## src/rtl/blake_pkg.sv

```systemverilog
// Shared constants for the blake_64 host adapter: word/block/digest geometry and control states.
package blake_pkg;

  localparam int unsigned W         = 64;
  localparam int unsigned IN_WORDS  = 10;
  localparam int unsigned OUT_WORDS = 8;
  localparam int unsigned BLOCK_W   = W * IN_WORDS;
  localparam int unsigned DIGEST_W  = W * OUT_WORDS;
  localparam int unsigned CNT_W     = 16;
  localparam int unsigned IN_IDX_W  = 4;
  localparam int unsigned OUT_IDX_W = 3;

  localparam logic [0:0] ST_IDLE = 1'b0;
  localparam logic [0:0] ST_BUSY = 1'b1;

endpackage

```

## src/rtl/blake_digest_ser.sv

```systemverilog
// Holds one 512-bit digest and streams it out as eight 64-bit beats, most significant word first.
module blake_digest_ser
  import blake_pkg::*;
(
  input  logic                clk,
  input  logic                rstb,
  input  logic                load,
  input  logic [DIGEST_W-1:0] din,
  output logic                m_valid,
  input  logic                m_ready,
  output logic [W-1:0]        m_data,
  output logic                m_last,
  output logic [CNT_W-1:0]    blocks_done
);

  logic [DIGEST_W-1:0]  out_buf;
  logic [OUT_IDX_W-1:0] out_idx;
  logic                 out_full;
  logic                 last_q;
  logic [CNT_W-1:0]     done_cnt;
  logic                 m_hs;
  logic                 at_last;

  assign m_hs    = out_full && m_ready;
  assign at_last = (out_idx == OUT_IDX_W'(OUT_WORDS - 1));

  // Shift the buffer so the current beat always sits in the top word.
  always_ff @(posedge clk or negedge rstb) begin
    if (!rstb) begin
      out_buf  <= '0;
      out_idx  <= '0;
      out_full <= 1'b0;
      last_q   <= 1'b0;
      done_cnt <= '0;
    end else if (load) begin
      out_buf  <= din;
      out_idx  <= '0;
      out_full <= 1'b1;
      last_q   <= 1'b0;
    end else if (m_hs) begin
      if (at_last) begin
        out_full <= 1'b0;
        out_idx  <= '0;
        last_q   <= 1'b0;
        done_cnt <= done_cnt + CNT_W'(1);
      end else begin
        out_buf <= {out_buf[DIGEST_W-W-1:0], {W{1'b0}}};
        out_idx <= out_idx + OUT_IDX_W'(1);
        last_q  <= (out_idx == OUT_IDX_W'(OUT_WORDS - 2));
      end
    end
  end

  assign m_valid     = out_full;
  assign m_data      = out_buf[DIGEST_W-1 -: W];
  assign m_last      = last_q;
  assign blocks_done = done_cnt;

endmodule

```

## src/rtl/blake_host_if.sv

```systemverilog
// Host adapter for blake_64: stages ten input words, launches the core, and hands the digest to the serializer.
module blake_host_if
  import blake_pkg::*;
(
  input  logic               clk,
  input  logic               rstb,
  input  logic               s_valid,
  output logic               s_ready,
  input  logic [W-1:0]       s_data,
  output logic               m_valid,
  input  logic               m_ready,
  output logic [W-1:0]       m_data,
  output logic               m_last,
  output logic               core_ena,
  output logic [BLOCK_W-1:0] core_din,
  input  logic               core_rdy,
  input  logic [DIGEST_W-1:0] core_dout,
  output logic               busy,
  output logic [CNT_W-1:0]   blocks_done,
  output logic               err_spurious
);

  logic [0:0]          state_q;
  logic [0:0]          state_d;
  logic                launch_c;
  logic                load_c;
  logic [BLOCK_W-1:0]  stage;
  logic [BLOCK_W-1:0]  launch_din;
  logic [IN_IDX_W-1:0] in_idx;
  logic                staged_full;
  logic                staged_full_d;
  logic                s_ready_q;
  logic                core_ena_q;
  logic                err_q;
  logic                s_hs;
  logic                in_last;

  assign s_hs    = s_valid && s_ready_q;
  assign in_last = (in_idx == IN_IDX_W'(IN_WORDS - 1));
  assign load_c  = core_rdy && (state_q == ST_BUSY);

  always_ff @(posedge clk or negedge rstb) begin
    if (!rstb) state_q <= ST_IDLE;
    else       state_q <= state_d;
  end

  // Launch waits for the output side to be empty so core_rdy never meets a full digest buffer.
  always_comb begin
    state_d  = state_q;
    launch_c = 1'b0;
    case (state_q)
      ST_IDLE: begin
        if (staged_full && !m_valid) begin
          launch_c = 1'b1;
          state_d  = ST_BUSY;
        end
      end
      ST_BUSY: begin
        if (core_rdy) state_d = ST_IDLE;
      end
      default: state_d = ST_IDLE;
    endcase
  end

  always_comb begin
    staged_full_d = staged_full;
    if (launch_c)             staged_full_d = 1'b0;
    else if (s_hs && in_last) staged_full_d = 1'b1;
  end

  // Stage shifts in from the bottom, so after ten beats word 0 ends up most significant.
  always_ff @(posedge clk or negedge rstb) begin
    if (!rstb) begin
      stage       <= '0;
      launch_din  <= '0;
      in_idx      <= '0;
      staged_full <= 1'b0;
      s_ready_q   <= 1'b0;
      core_ena_q  <= 1'b0;
      err_q       <= 1'b0;
    end else begin
      staged_full <= staged_full_d;
      s_ready_q   <= ~staged_full_d;
      core_ena_q  <= launch_c;
      if (s_hs) begin
        stage  <= {stage[BLOCK_W-W-1:0], s_data};
        in_idx <= in_last ? '0 : in_idx + IN_IDX_W'(1);
      end
      if (launch_c) launch_din <= stage;
      if (core_rdy && (state_q == ST_IDLE)) err_q <= 1'b1;
    end
  end

  blake_digest_ser u_ser (
    .clk         (clk),
    .rstb        (rstb),
    .load        (load_c),
    .din         (core_dout),
    .m_valid     (m_valid),
    .m_ready     (m_ready),
    .m_data      (m_data),
    .m_last      (m_last),
    .blocks_done (blocks_done)
  );

  assign s_ready      = s_ready_q;
  assign core_ena     = core_ena_q;
  assign core_din     = launch_din;
  assign busy         = (state_q == ST_BUSY);
  assign err_spurious = err_q;

endmodule

```

## config.mk

```make
export PLATFORM = sky130hd
export DESIGN_NAME = blake_host_if
export DESIGN_NICKNAME = d
export VERILOG_FILES = /design/src/rtl/blake_pkg.sv /design/src/rtl/blake_digest_ser.sv /design/src/rtl/blake_host_if.sv
export SDC_FILE = /design/constraint.sdc
export NUM_CORES = 2
export LEC_CHECK = 0
export ABC_AREA = 1
export CAP_MARGIN = 20
export CORE_ASPECT_RATIO = 0.5
export CORE_UTILIZATION = 25
export DETAILED_ROUTE_END_ITERATION = 16
export HOLD_SLACK_MARGIN = 0.05
export SYNTH_ARGS = -nofsm -noshare
export SYNTH_HDL_FRONTEND = slang
export SYNTH_HIERARCHICAL = 1
export SYNTH_SLANG_ARGS = --single-unit
```

## constraint.sdc

```tcl
create_clock -name clk -period 2.45 [get_ports clk]
set_clock_uncertainty 0.2 [all_clocks]
set_input_delay 0.49 -clock clk [delete_from_list [all_inputs] [get_ports clk]]
set_output_delay 0.49 -clock clk [all_outputs]
set_load 0.03 [all_outputs]
```

* Word-level counts from Yosys, hierarchy flattened
Index checks and enable logic that the tools add are counted.
** Word-level totals
- Register bits :: 1822
- Output and inout port bits :: 726
- Word-level logic and storage cells :: 54
** Cells by class
- Equality and inequality tests :: 4
- Bitwise gates (word level) :: 3
- Muxes and demuxes :: 19
- Reductions and logical operators :: 12
- Add/sub/neg operators :: 3
** Operators with widths (number)
- 512-bit 2-to-1 mux :: 3
- 16-bit by 1-bit adder with 16-bit output, second input constant :: 1
- 1-bit 2-to-1 mux :: 11
- 3-bit 2-to-1 mux :: 3
- 3-bit equality test, second input constant :: 2
- 1-bit logical AND :: 6
- 4-bit by 1-bit adder with 4-bit output, second input constant :: 1
- 4-bit equality test, second input constant :: 1
- 4-bit 2-to-1 mux :: 1
- 2-bit AND reduction :: 2
- 2-bit nonzero test :: 2
- 3-bit by 1-bit adder with 3-bit output, second input constant :: 1
- 1-bit NOT :: 3
- 3-bit AND reduction :: 1
- 2-bit inequality test, second input constant :: 1
- 1-bit one-hot mux with 2 select lines :: 1
- 1-bit zero test :: 1

* Longest topological paths before layout
- Depth after elaboration :: 6
- Depth in mapped cells :: 11

* Modules after synthesis
Netlist, hierarchy kept.
** By module, submodules not included
- blake_host_if :: instances 1, cells an instance 4810, seq. area each 32255.9 um^2, area each 47247.8 um^2
- blake_digest_ser :: instances 1, cells an instance 2917, seq. area each 13337.8 um^2, area each 24514.8 um^2

* Worst setup path after synthesis
OpenSTA, ideal clock, no wires.
- Path kind :: register to register
- Start :: register u_ser.out_idx[1]
- End :: register u_ser.out_buf[137]
- Stages on the path, launching flop included :: 8
- Data required time :: 2.123 ns
- Setup slack :: 0.566 ns
- Arrival time :: 1.557 ns
- Setup time :: 0.127 ns
- Path buffers :: 3
- Clock period less this slack :: 1.884 ns
- Cell sequence :: dfrtp_1 ha_1 ha_1 o21ai_2 buf_4 buf_2 buf_4 a31oi_1
** Between the ends
- Word-level cells in the longest chain between the ends :: 3
** RTL lines
- from (decl) :: RTL line blake_digest_ser.sv:17 : logic [OUT_IDX_W-1:0] out_idx;
- from (signal assigned) :: RTL line blake_digest_ser.sv:48 : out_idx <= out_idx + OUT_IDX_W'(1);
- 3-bit equality test :: RTL line blake_digest_ser.sv:25 : assign at_last = (out_idx == OUT_IDX_W'(OUT_WORDS - 1));
- 2-bit inequality test (no source line)
- 2-bit AND reduction (no source line)
- to (signal assigned) :: RTL line blake_digest_ser.sv:36 : out_buf <= din;
- to (signal assigned) :: RTL line blake_digest_ser.sv:47 : out_buf <= {out_buf[DIGEST_W-W-1:0], {W{1'b0}}};
- to (decl) :: RTL line blake_digest_ser.sv:16 : logic [DIGEST_W-1:0] out_buf;
Every way passes these cells.
A chain may end at the register's enable or synchronous reset.

* Final worst setup path
- Start :: register launch_din[331] (netlist: core_din[331])
- End :: output core_din[331]
** RTL lines
- from (decl) :: RTL line blake_host_if.sv:28 : logic [BLOCK_W-1:0] launch_din;
- from (signal assigned) :: RTL line blake_host_if.sv:89 : if (launch_c) launch_din <= stage;
- to (decl) :: RTL line blake_host_if.sv:15 : output logic [BLOCK_W-1:0] core_din,
No word-level cell between the ends.

==> tab_implementation.tex <==
\begin{tabular}{lr}
\hline
Metric & Value \\
\hline
\multicolumn{2}{l}{\textbf{Clocking}} \\
Clock network latency to the later pin of the worst-skew pair & 870 ps \\
CTS max path bufs & 4 \\
TritonCTS Sinks & 1822 \\
TritonCTS clock tree & built \\
Clock transition time at the flip-flop clock pins of the worst setup and hold paths & 70 ps \\
Total setup buffers inserted after CTS & 0 \\
H-tree Lvls & 4 \\
Number of buffers created by CTS & 179 \\
Library cell used as clock root buffer & sky130\_fd\_sc\_hd\_\_clkbuf\_16 \\
\multicolumn{2}{l}{\textbf{Floorplanning}} \\
Std-Cell Rows & 138 \\
Count of pins on the block boundary & 1307 \\
Effective utilization at floorplan & 25.3\% \\
Die width & 760 um \\
Placeable core region & 284000 um\^{}2 \\
Area of the die & 289000 um\^{}2 \\
Die height & 381 um \\
\multicolumn{2}{l}{\textbf{Run}} \\
Count of max-cap constraint violations & 0 \\
\multicolumn{2}{l}{\textbf{Timing}} \\
Unrepaired setup endpoints after global routing & false \\
Final Cycle Share & 97.6\% \\
Setup violators final & 0 \\
Minimum clock period after layout & 2390 ps \\
Number of max-slew violations in the final report & 0 \\
Max transition margin & 24.1\% \\
Hold violation total from the final report & 0 \\
Worst Tran Pin Value & 1130 ps \\
PnR worst setup slack & 58.0 ps \\
Top achievable clock speed & 418 MHz \\
\multicolumn{2}{l}{\textbf{Global routing}} \\
Global-route wire length before repair & 427000 um \\
GR Util All Layers & 20.4\% \\
Number of global-route vias before repair & 57100 \\
Largest net degree at the start of global routing & 122 \\
Global route overflow & 0 \\
Antenna violations before repair & 42 \\
\multicolumn{2}{l}{\textbf{Layout}} \\
Post-layout instance area & 99200 um\^{}2 \\
Most common library cell in the layout ignoring fill and taps & sky130\_fd\_sc\_hd\_\_nand2\_1 \\
Total area of sequential cells & 45600 um\^{}2 \\
Layout Area Growth over Synthesis & 38.2\% \\
Area of the multi-input gates & 20200 um\^{}2 \\
Highest-count cells in the layout ignoring fill and taps & 2225 x sky130\_fd\_sc\_hd\_\_nand2\_1, 1819 x sky130\_fd\_sc\_hd\_\_dfrtp\_1, 1475 x sky130\_fd\_sc\_hd\_\_o21ai\_0 \\
Net count, final & 9836 \\
Filler Cell Count & 29300 \\
Share of final-layout standard cells stronger than drive strength 1 & 9.65\% \\
\multicolumn{2}{l}{\textbf{Critical path}} \\
Crit-path cells & clkdlybuf4s15\_1 \\
Type of the worst setup path & flop to primary output \\
Buffers and inverters on the worst path & 1 \\
Element type at the critical path start & flop \\
Nature of the critical path endpoint & primary output \\
Worst-path maximum fanout & 2 \\
Dominant delay contributor by cell family on the critical path & flip-flops \\
Standard cell with the maximum stage delay on the critical path & sky130\_fd\_sc\_hd\_\_dfrtp\_1 \\
Peak per-stage delay on the critical path & 470 ps \\
Worst endpoint data arrival time & 1700 ps \\
Data required, critical path & 1760 ps \\
\multicolumn{2}{l}{\textbf{Power and ir drop}} \\
Leakage component of the power & 0.0463 uW \\
Switch Pwr & 55000 uW \\
Flop pwr share & 38.9\% \\
Worst VDD drop & 0.621 mV \\
Overall power & 130000 uW \\
Portion of total power attributed to the clock network & 22.3\% \\
Comb pwr share & 38.9\% \\
Power density cells & 1310 nW/um\^{}2 \\
Sw Share & 42.4\% \\
Internal power & 74800 uW \\
\multicolumn{2}{l}{\textbf{Outcome}} \\
Result of the run & finished, final reports clean \\
\multicolumn{2}{l}{\textbf{Synthesis}} \\
Count of different cell masters after synthesis & 24 \\
Post-Synthesis Net Count & 8312 \\
Seq cells post-synth & 1822 \\
Proportion of synthesized chip area in sequential cells & 63.5\% \\
Post-synthesis average cell area & 9.29 um\^{}2 \\
Syn. warnings & 6 \\
Proportion of synthesized flip-flops having asynchronous set or reset & 100\% \\
Commonest register cell after synthesis & sky130\_fd\_sc\_hd\_\_dfrtp\_1 \\
Cell count after synthesis & 7727 \\
Total standard cell area after synthesis & 71800 um\^{}2 \\
Number of enable-type register cells in the synthesized netlist & 0 \\
\multicolumn{2}{l}{\textbf{Place}} \\
Post-DP HPWL & 242000 um \\
IO buf count & 1306 \\
Final weighted congestion in routability-driven placement & 0.979 \\
Worst-case setup slack after placement & -352 ps \\
Placed Instance Area & 91300 um\^{}2 \\
\multicolumn{2}{l}{\textbf{Hold path}} \\
Hold crit path type & input pin to flop \\
\multicolumn{2}{l}{\textbf{Routing}} \\
Remaining routing DRC violations & 0 \\
Starting DRT DRC Count & 6101 \\
Post-detailed-route via-to-cell ratio & 4.44 \\
Average wire per standard cell & 23.1 um \\
Via count & 58700 \\
Post-DRT Antenna Nets & 0 \\
Detailed-router iteration count before antenna repair & 6 \\
Total wire length & 305000 um \\
\hline
\end{tabular}
==> flip-flops by register name, summed over array words and instances, names as in the netlist, 3 cells and up <==
name and cells:
u_ser/out_buf 512, u_ser/blocks_done 16, stage 640, u_ser/out_idx 3, in_idx 4, core_din 640
==> power groups by stage <==
stage               clock network [uW]  logic (uW)  registers [uW]
finish                           28900       50500           50500
detailed placement                   0       52800           51000
global placement                     0       52300           50700
global route                     30700       54500           51600
floorplan                            0       20300           56200
CTS                              29600       50700           50400
==> cell families (layout without fill, tap and decap cells) <==
| kind of cell | Yosys count | in the layout | share of synthesized area [%] |
|---|---|---|---|
| AO/OA/AOI/OAI | 1936 | 1936 | 14.5 |
| XOR/XNOR | 9 | 9 | 0.110 |
| adder cells (fa/ha/maj) | 4 | 4 | 0.0697 |
| buffers and inverters | 1392 | 3053 | 8.30 |
| flip-flops | 1822 | 1822 | 63.5 |
| other | 0 | 33 | 0 |
| AND/OR/NAND/NOR | 2564 | 2564 | 13.5 |
==> stage by stage <==
step | util (%) | instances | hold slack [ps] | setup TNS (ps)
floorplan | - | 7727 | -5.59 | 0
global placement | 32.1 | 12600 | 217 | -41880
detailed placement | 32.1 | 12600 | 210 | -36920
CTS | 34.9 | 13200 | 50.0 | 0
global route | 34.9 | 13200 | 57.3 | 0
finish | 34.9 | 13200 | 108 | 0
==> worst paths after layout <==
kind                       cells past startpoint      startpoint                 end  slack (ps)
setup / recovery                               1   core_din[331]       core_din[331]          60
hold / removal                                 3  core_dout[108]  u_ser/out_buf[108]         110
setup reg to reg                               8            busy  u_ser/out_buf[415]          60
hold reg to reg                                2      stage[587]       core_din[587]         240
max in group asynchronous                      3            rstb  u_ser/out_buf[279]        1040
min in group asynchronous                      3            rstb       core_din[284]         300
==> routing by layer <==
metal | up-vias | track usage [%] | wire length (um)
li1 | 27700 | - | -
met1 | 28800 | 27.5 | 134000
met2 | 1632 | 32.2 | 138000
met3 | 521 | 2.64 | 14100
met4 | 6 | 10.8 | 18600
met5 | - | 0 | 40
==> Yosys cell counts (all sizes together) (10+ instances only) <==
master,n,area [um^2]
clkbuf,220,826
a21oi,36,180
inv,830,3120
nor2,320,1200
buf,342,2020
dfrtp,1822,45600
nand2,2227,8360
o21ai,1483,7430
a31oi,250,1560
nand3,10,50.1
o211ai,165,1240
==> repair_timing <==
action                                  in CTS  in global routing
endpoints found under the hold margin     1631                  0
pin swaps                                    0                  0
gates resized for setup                   1221                  4
endpoints found under the setup margin     712                  4
hold buffers                               209                  0
==> cell type report <==
cell class | count | share of cell area, %
Clock buffer | 258 | 5.31
Clock inverter | 60 | 0.754
Tap cell | 3780 | 4.77
Antenna cell | 33 | 0.0832
Multi-Input combinational cell | 4513 | 20.4
Timing Repair Buffer | 1905 | 19.6
Inverter | 830 | 3.16
Sequential cell | 1822 | 46.0
Power figures use the tool's default switching activity.
